`src/rtl/interrupt_controller_8_pkg.sv`:
```
// Shared types and sizes for the 8-source interrupt controller.
package interrupt_controller_8_pkg;

  localparam int NUM_SRC = 8;
  localparam int VEC_W   = 3;

  typedef enum logic [1:0] {
    IDLE = 2'd0,
    REQ  = 2'd1,
    ACKD = 2'd2
  } state_t;

endpackage

```
`src/rtl/priority_encoder_8to3.sv`:
```
// 8-to-3 priority encoder: the highest set input index wins; valid flags any set bit.
module priority_encoder_8to3
  import interrupt_controller_8_pkg::*;
(
  input  logic [NUM_SRC-1:0] din,
  output logic [VEC_W-1:0]   dout,
  output logic               valid
);

  always_comb begin
    dout  = '0;
    valid = 1'b0;
    // Ascending scan so a higher index overrides any lower one.
    for (int i = 0; i < NUM_SRC; i++) begin
      if (din[i]) begin
        dout  = VEC_W'(i);
        valid = 1'b1;
      end
    end
  end

endmodule

```
`src/rtl/interrupt_controller_8.sv`:
```
// 8-source interrupt controller: edge/level capture into pending, masking,
// fixed priority (bit 7 highest) and a non-preemptive irq/ack handshake.
module interrupt_controller_8
  import interrupt_controller_8_pkg::*;
#(
  parameter int EDGE_TRIG = 1
) (
  input  logic               clk,
  input  logic               rst,
  input  logic [NUM_SRC-1:0] irq_in,
  input  logic               mask_wr,
  input  logic [NUM_SRC-1:0] mask_din,
  input  logic               ack,
  output logic               irq,
  output logic [VEC_W-1:0]   vector,
  output logic [NUM_SRC-1:0] pending,
  output state_t             state
);

  // Handshake: irq/vector are held stable from entry into REQ until the
  // consumer pulses ack for one cycle; ack outside REQ has no effect, and
  // irq stays low for at least one cycle (ACKD) between requests.

  logic [NUM_SRC-1:0] irq_q;
  logic [NUM_SRC-1:0] mask;
  logic [NUM_SRC-1:0] edge_term;
  logic [NUM_SRC-1:0] active;
  logic [NUM_SRC-1:0] clr_vec;
  logic [VEC_W-1:0]   enc_vec;
  logic               any_req;

  assign edge_term = (EDGE_TRIG != 0) ? (irq_in & ~irq_q) : irq_in;
  assign active    = pending & ~mask;

  priority_encoder_8to3 u_enc (
    .din   (active),
    .dout  (enc_vec),
    .valid (any_req)
  );

  always_comb begin
    clr_vec = '0;
    if (state == REQ && ack) clr_vec[vector] = 1'b1;
  end

  // Set is ORed in after the clear so a same-edge new request survives.
  always_ff @(posedge clk or posedge rst) begin
    if (rst) begin
      irq_q   <= '0;
      pending <= '0;
      mask    <= '0;
    end else begin
      irq_q   <= irq_in;
      pending <= (pending & ~clr_vec) | edge_term;
      if (mask_wr) mask <= mask_din;
    end
  end

  always_ff @(posedge clk or posedge rst) begin
    if (rst) begin
      state  <= IDLE;
      irq    <= 1'b0;
      vector <= '0;
    end else begin
      case (state)
        IDLE: begin
          if (any_req) begin
            state  <= REQ;
            vector <= enc_vec;
            irq    <= 1'b1;
          end
        end
        REQ: begin
          if (ack) begin
            state <= ACKD;
            irq   <= 1'b0;
          end
        end
        ACKD: begin
          state <= IDLE;
        end
        default: begin
          state <= IDLE;
          irq   <= 1'b0;
        end
      endcase
    end
  end

endmodule

```
`config.mk`:
```
export PLATFORM = sky130hd
export DESIGN_NAME = interrupt_controller_8
export DESIGN_NICKNAME = d
export VERILOG_FILES = /design/src/rtl/interrupt_controller_8_pkg.sv /design/src/rtl/priority_encoder_8to3.sv /design/src/rtl/interrupt_controller_8.sv
export SDC_FILE = /design/constraint.sdc
export NUM_CORES = 1
export LEC_CHECK = 0
export CAP_MARGIN = 20
export CORE_MARGIN = 10
export CORE_UTILIZATION = 35
export DETAILED_ROUTE_END_ITERATION = 10
export MAX_ROUTING_LAYER = met4
export PLACE_DENSITY = 0.65
export SLEW_MARGIN = 20
export SYNTH_ARGS = -nofsm -noshare
export SYNTH_HDL_FRONTEND = slang
export SYNTH_SLANG_ARGS = --single-unit
```
`constraint.sdc`:
```
create_clock -name clk -period 1.39 [get_ports clk]
set_input_delay 0.3475 -clock clk [delete_from_list [all_inputs] [get_ports clk]]
set_output_delay 0.3475 -clock clk [all_outputs]
set_load 0.05 [all_outputs]
```
### After elaboration in Yosys (flattened, before gate mapping)

Index checks and enable logic that the tools add are counted.

| word-level totals | value |
|---|---|
| flip-flop bits (word level) | 30 |
| output and inout bits | 14 |
| input port bits | 20 |
| word-level logic and storage cells | 50 |

| cells by class | value |
|---|---|
| bitwise gates (word level) | 8 |
| muxes and demuxes | 24 |
| $lt $le $gt $ge | 2 |
| reductions and logical operators | 6 |
| eq/ne operators | 4 |

Operators by type and width:

| cell | count |
|---|---|
| bitwise AND 8 bit | 3 |
| NOT 8 bit | 3 |
| two-way mux 1 bit | 12 |
| two-way mux 3 bit | 4 |
| two-way mux 2 bit | 4 |
| two-way mux 8 bit | 1 |
| bitwise OR 8 bit | 1 |
| < comparator 3 x 4 -> 1 bit (second input constant) | 1 |
| inequality test 2 bit (second input constant) | 2 |
| one-hot mux 2 bit (2 select lines) | 1 |
| AND reduction 2 bit | 2 |
| demux 1 bit (select 3 bit) | 1 |
| greater-or-equal comparator 3 x 1 -> 1 bit (second input constant) | 1 |
| one-hot mux 1 bit (3 select lines) | 1 |
| AND reduction 3 bit | 1 |
| equality test 2 x 1 -> 1 bit (second input constant) | 1 |
| equality test 2 bit (second input constant) | 1 |
| logical AND 1 bit | 2 |
| logical NOT 2 bit | 1 |
| NOT 1 bit | 1 |

### Longest topological paths before layout

| logic depth | value |
|---|---|
| word-level depth | 12 |
| depth in mapped cells | 4 |
| gate-level depth less buffers | 4 |

### By module

Synthesis repeated with hierarchy kept, for this count alone.

| second synthesis, totals | value |
|---|---|
| cell total of the unflattened synthesis | 100 |
| area total of the unflattened synthesis | 1209.9 um^2 |

Modules (own cells, without submodules):

| module | seq. area each (um^2) | instances | cells an instance | area an instance (um^2) |
|---|---|---|---|---|
| interrupt_controller_8 | 750.7 | 1 | 88 | 1152.4 |
| priority_encoder_8to3 | 0.0 | 1 | 12 | 57.6 |

### Least setup slack after synthesis

Ideal clock, no wire load.

| timing | value |
|---|---|
| path kind | flip-flop to flip-flop |
| start point | register pending[1] |
| end point | register vector[0] |
| slack | -0.382 ns |
| cell stages (with the launch flop) | 5 |
| required time | 1.265 ns |
| arrival time | 1.647 ns |
| path through | dfrtp_1 nor2b_4 a21oi_2 a311o_4 mux2_4 |

| on the way | value |
|---|---|
| longest elaborated chain between the ends | 9 |
| elaborated cells on any way between the ends | 16 |
| classes of those cells | mux (14); bitwise (1); reduce/logical (1) |

RTL lines:

| what | line | text |
|---|---|---|
| start: declaration | interrupt_controller_8.sv:16 | `output logic [NUM_SRC-1:0] pending,` |
| start signal: assignment | interrupt_controller_8.sv:54 | `pending <= (pending & ~clr_vec) \| edge_term;` |
| bitwise AND 8 bit * | interrupt_controller_8.sv:33 | `assign active = pending & ~mask;` |
| two-way mux 1 bit (7 in a row) | priority_encoder_8to3.sv:15 | `if (din[i]) begin` |
| AND reduction 2 bit (no line) | - |  |
| end signal: assignment | interrupt_controller_8.sv:69 | `vector <= enc_vec;` |
| end: declaration | interrupt_controller_8.sv:15 | `output logic [VEC_W-1:0] vector,` |

Mark *: on every way between the ends. The rest lies on a longest branch, timed or not.
A chain may end at the register's enable or synchronous reset.

### Final worst setup path

| timing | value |
|---|---|
| start point | register pending[4] |
| end point | register vector[1] |

| on the way | value |
|---|---|
| longest elaborated chain between the ends | 6 |
| elaborated cells on any way between the ends | 10 |
| classes of those cells | mux (8); bitwise (1); reduce/logical (1) |

RTL lines:

| what | line |
|---|---|
| bitwise AND 8 bit * | interrupt_controller_8.sv:33 |
| two-way mux 1 bit (4 in a row) | priority_encoder_8to3.sv:15 |
| AND reduction 2 bit (no line) | - |

Marked as above.

==> flow_summary.json <==
{
  "die_area_um2": 6300,
  "place_inst": 199,
  "ant_nets": 0,
  "peakVddDrop_uv": 816,
  "synthMuxAreaShare_pct": 8.71,
  "synth-compound-area-share_pct": 12.9,
  "syn_nets": 121,
  "synth_top_area_cell": "dfrtp_1",
  "min_path_type": "input port to async pin",
  "wl_met2_um": 1570,
  "grtUsageTotal_pct": 10.2,
  "grt_max_degree": 31,
  "cts_tree": "done",
  "setup-violations-final": 4,
  "wl_met1_um": 1210,
  "status": "finished with violations",
  "violations": "setup timing",
  "r2r-start": "pending[4]$_DFF_PP0_",
  "synth_top_flop_cell": "dfrtp_1",
  "regArea_um2": 762,
  "r2r_end": "vector[1]$_DFFE_PP0P_",
  "path_clk_slew_ns": 0.08,
  "viasPerCell": 4.51,
  "syn_area_um2": 1230,
  "grt_pass1_vias": 1086,
  "synth_top_area_share_pct": 60.8,
  "cts_buffers": 5,
  "final_util_pct": 61.9,
  "startpoint": "pending[4]$_DFF_PP0_",
  "layout_worst_path_cycle_share_pct": 108,
  "fill_cells": 299,
  "post_drt_wl_per_cell_um": 14.1,
  "top_layer": "met4",
  "rows": 21,
  "dr.pass1.iters": 3,
  "core_um2": 3360,
  "cts_root_buf": "clkbuf_4",
  "n_antenna_cell": 0,
  "yosys_warnings": 0,
  "hpwl_um": 2330,
  "powerDensity_nw_per_um2": 1800,
  "mostFrequentLayoutCells": "dfrtp_1 (21), clkdlybuf4s50_1 (19), buf_12 (16)",
  "synth-seq-area-share_pct": 60.8,
  "power_leakage_nw": 0.976,
  "path_max_fanout": 3,
  "ys_types": 20,
  "hold_viol": 0,
  "instances_no_fill": 211,
  "grt_overflow": 0,
  "port_buffers": 33,
  "fin_ws_ns": -0.112,
  "slew_headroom_pct": 79.6,
  "required_ns": 1.61,
  "clkLatencyLatePin_ns": 0.33,
  "r2r_setup_slack_ns": -0.11,
  "crit_type": "flip-flop to flip-flop",
  "h-tree-depth": 2,
  "worstSetupEndpointType": "flip-flop",
  "finalMaxSlewViolations": 0,
  "r2r_cells": 4,
  "ys_seq_elements": 30,
  "yosys.area_share.simple_pct": 13.7,
  "wl_um": 2970,
  "p_total_mw": 3.75,
  "rsz0062_at_grt": "yes",
  "cts.sinks": 30,
  "final.setup.tns_ns": -0.371,
  "first_iter_violations": 69,
  "ios": 34,
  "initial_core_util_pct": 36.7,
  "gp_congestion": 0.863,
  "synth-xor-area-share_pct": 0,
  "tightestPinTransition_ns": 0.306,
  "ctsLongestPathBuffers": 2,
  "worstPathArrival_ns": 1.72,
  "layout.nets": 186,
  "skew_ns": 0.00476,
  "vias": 952,
  "area_growth_pct": 68.5,
  "dr_wl_met3_um": 137,
  "antenna_found_initial": 0,
  "hold_ws_ns": 0.347,
  "mostFrequentLayoutCell": "dfrtp_1",
  "fp.dieH_um": 79.4,
  "fin_crit_ns": 1.50,
  "cp-start-kind": "flip-flop",
  "synth_edf_count": 0,
  "synth_top_family_by_area": "simple AND/OR/NAND/NOR gates",
  "crit_end": "vector[1]$_DFFE_PP0P_",
  "drive_gt1_share_pct": 44.2,
  "synthAdderAreaFrac_pct": 0,
  "grt_pass1_wl_um": 4780,
  "synthTopCellsByArea": "dfrtp_1 (61%), mux2_2 (5.5%), o21ai_0 (4.5%), nor2b_4 (4.5%), inv_1 (3.6%)",
  "fmax_mhz": 666,
  "maxCapViolations": 0,
  "synthArstFlopShare_pct": 100,
  "multi_input_area_um2": 440,
  "synth_area_per_cell_um2": 12.2,
  "drcViolationCount": 0,
  "syn_inst": 101,
  "fp.dieW_um": 79.4
}
==> critical path, cell delays in order, from the launching register on <==
cell	delay (ns)
dfrtp_2	0.41
nor2b_4	0.13
nor4_4	0.30
a311o_4	0.26
mux2_4	0.29
==> cells in the mapped netlist, types with 2 or more instances <==
cell type / number
inv_1: 12
o31ai_1: 4
o21ai_0: 11
mux2_4: 2
nand2_1: 9
dfrtp_1: 30
a21oi_1: 3
nand2b_1: 4
nor2_1: 2
mux2_2: 6
nor2b_4: 4
o21ai_1: 6
==> power breakdown <==
part | switching, mW | internal (mW)
registers | 0.202 | 1.05
clock network | 0.273 | 0.227
logic | 0.917 | 1.07
total | 1.39 | 2.35
==> worst min path at each step <==
| stage | endpoint | slack, ns | startpoint |
|---|---|---|---|
| after detailed placement | pending[3]$_DFF_PP0_ | 0.40 | irq_q[3]$_DFF_PP0_ |
| after floorplan | irq_q[0]$_DFF_PP0_ | 0.38 | irq_in[0] |
| after global placement | pending[2]$_DFF_PP0_ | 0.39 | irq_q[2]$_DFF_PP0_ |
| final | mask[3]$_DFFE_PP0P_ | 0.35 | rst |
| after global routing | irq_q[3]$_DFF_PP0_ | 0.36 | rst |
| after CTS | irq_q[3]$_DFF_PP0_ | 0.35 | rst |
==> what timing repair did <==
item,4_1_cts,5_1_grt
hold buffers,0,0
resized for setup,4,8
setup endpoints to repair,10,17
gates cloned,0,0
pin swaps,1,0
buffers inserted,2,4
==> layout make-up <==
class | count | share of cell area (%)
flip-flops and latches | 30 | 36.6
repair buffers | 59 | 34.8
multi-input cells | 58 | 21.2
well taps | 46 | 2.77
clock buffers | 6 | 2.47
inverters | 12 | 2.16
==> metrics by stage <==
stage | area [um^2] | setup WS, ns
2_1_floorplan | 1240 | -0.254
3_3_place_gp | 1940 | -0.227
3_5_place_dp | 1940 | -0.248
4_1_cts | 2020 | -0.124
5_1_grt | 2080 | -0.171
6_report | 2080 | -0.112
==> state kept, by name, indices dropped and copies added, names as in the netlist <==
signal	flops
vector	3
pending	8
irq	1
mask	8
state	2
irq_q	8
==> cells by family after synthesis <==
group,after synthesis
AND/OR/NAND/NOR,23
multiplexers,9
AO/OA/AOI/OAI,26
flip-flops,30
buffers and inverters,13
==> routing by layer <==
layer  global-route usage [%]  vias to the layer above
li1                         -                      465
met3                     4.05                        5
met1                     10.2                      459
met2                     16.9                       23
met5                        -                        -
met4                     5.02                        0
Note: power is estimated with default switching activity, not from simulation.
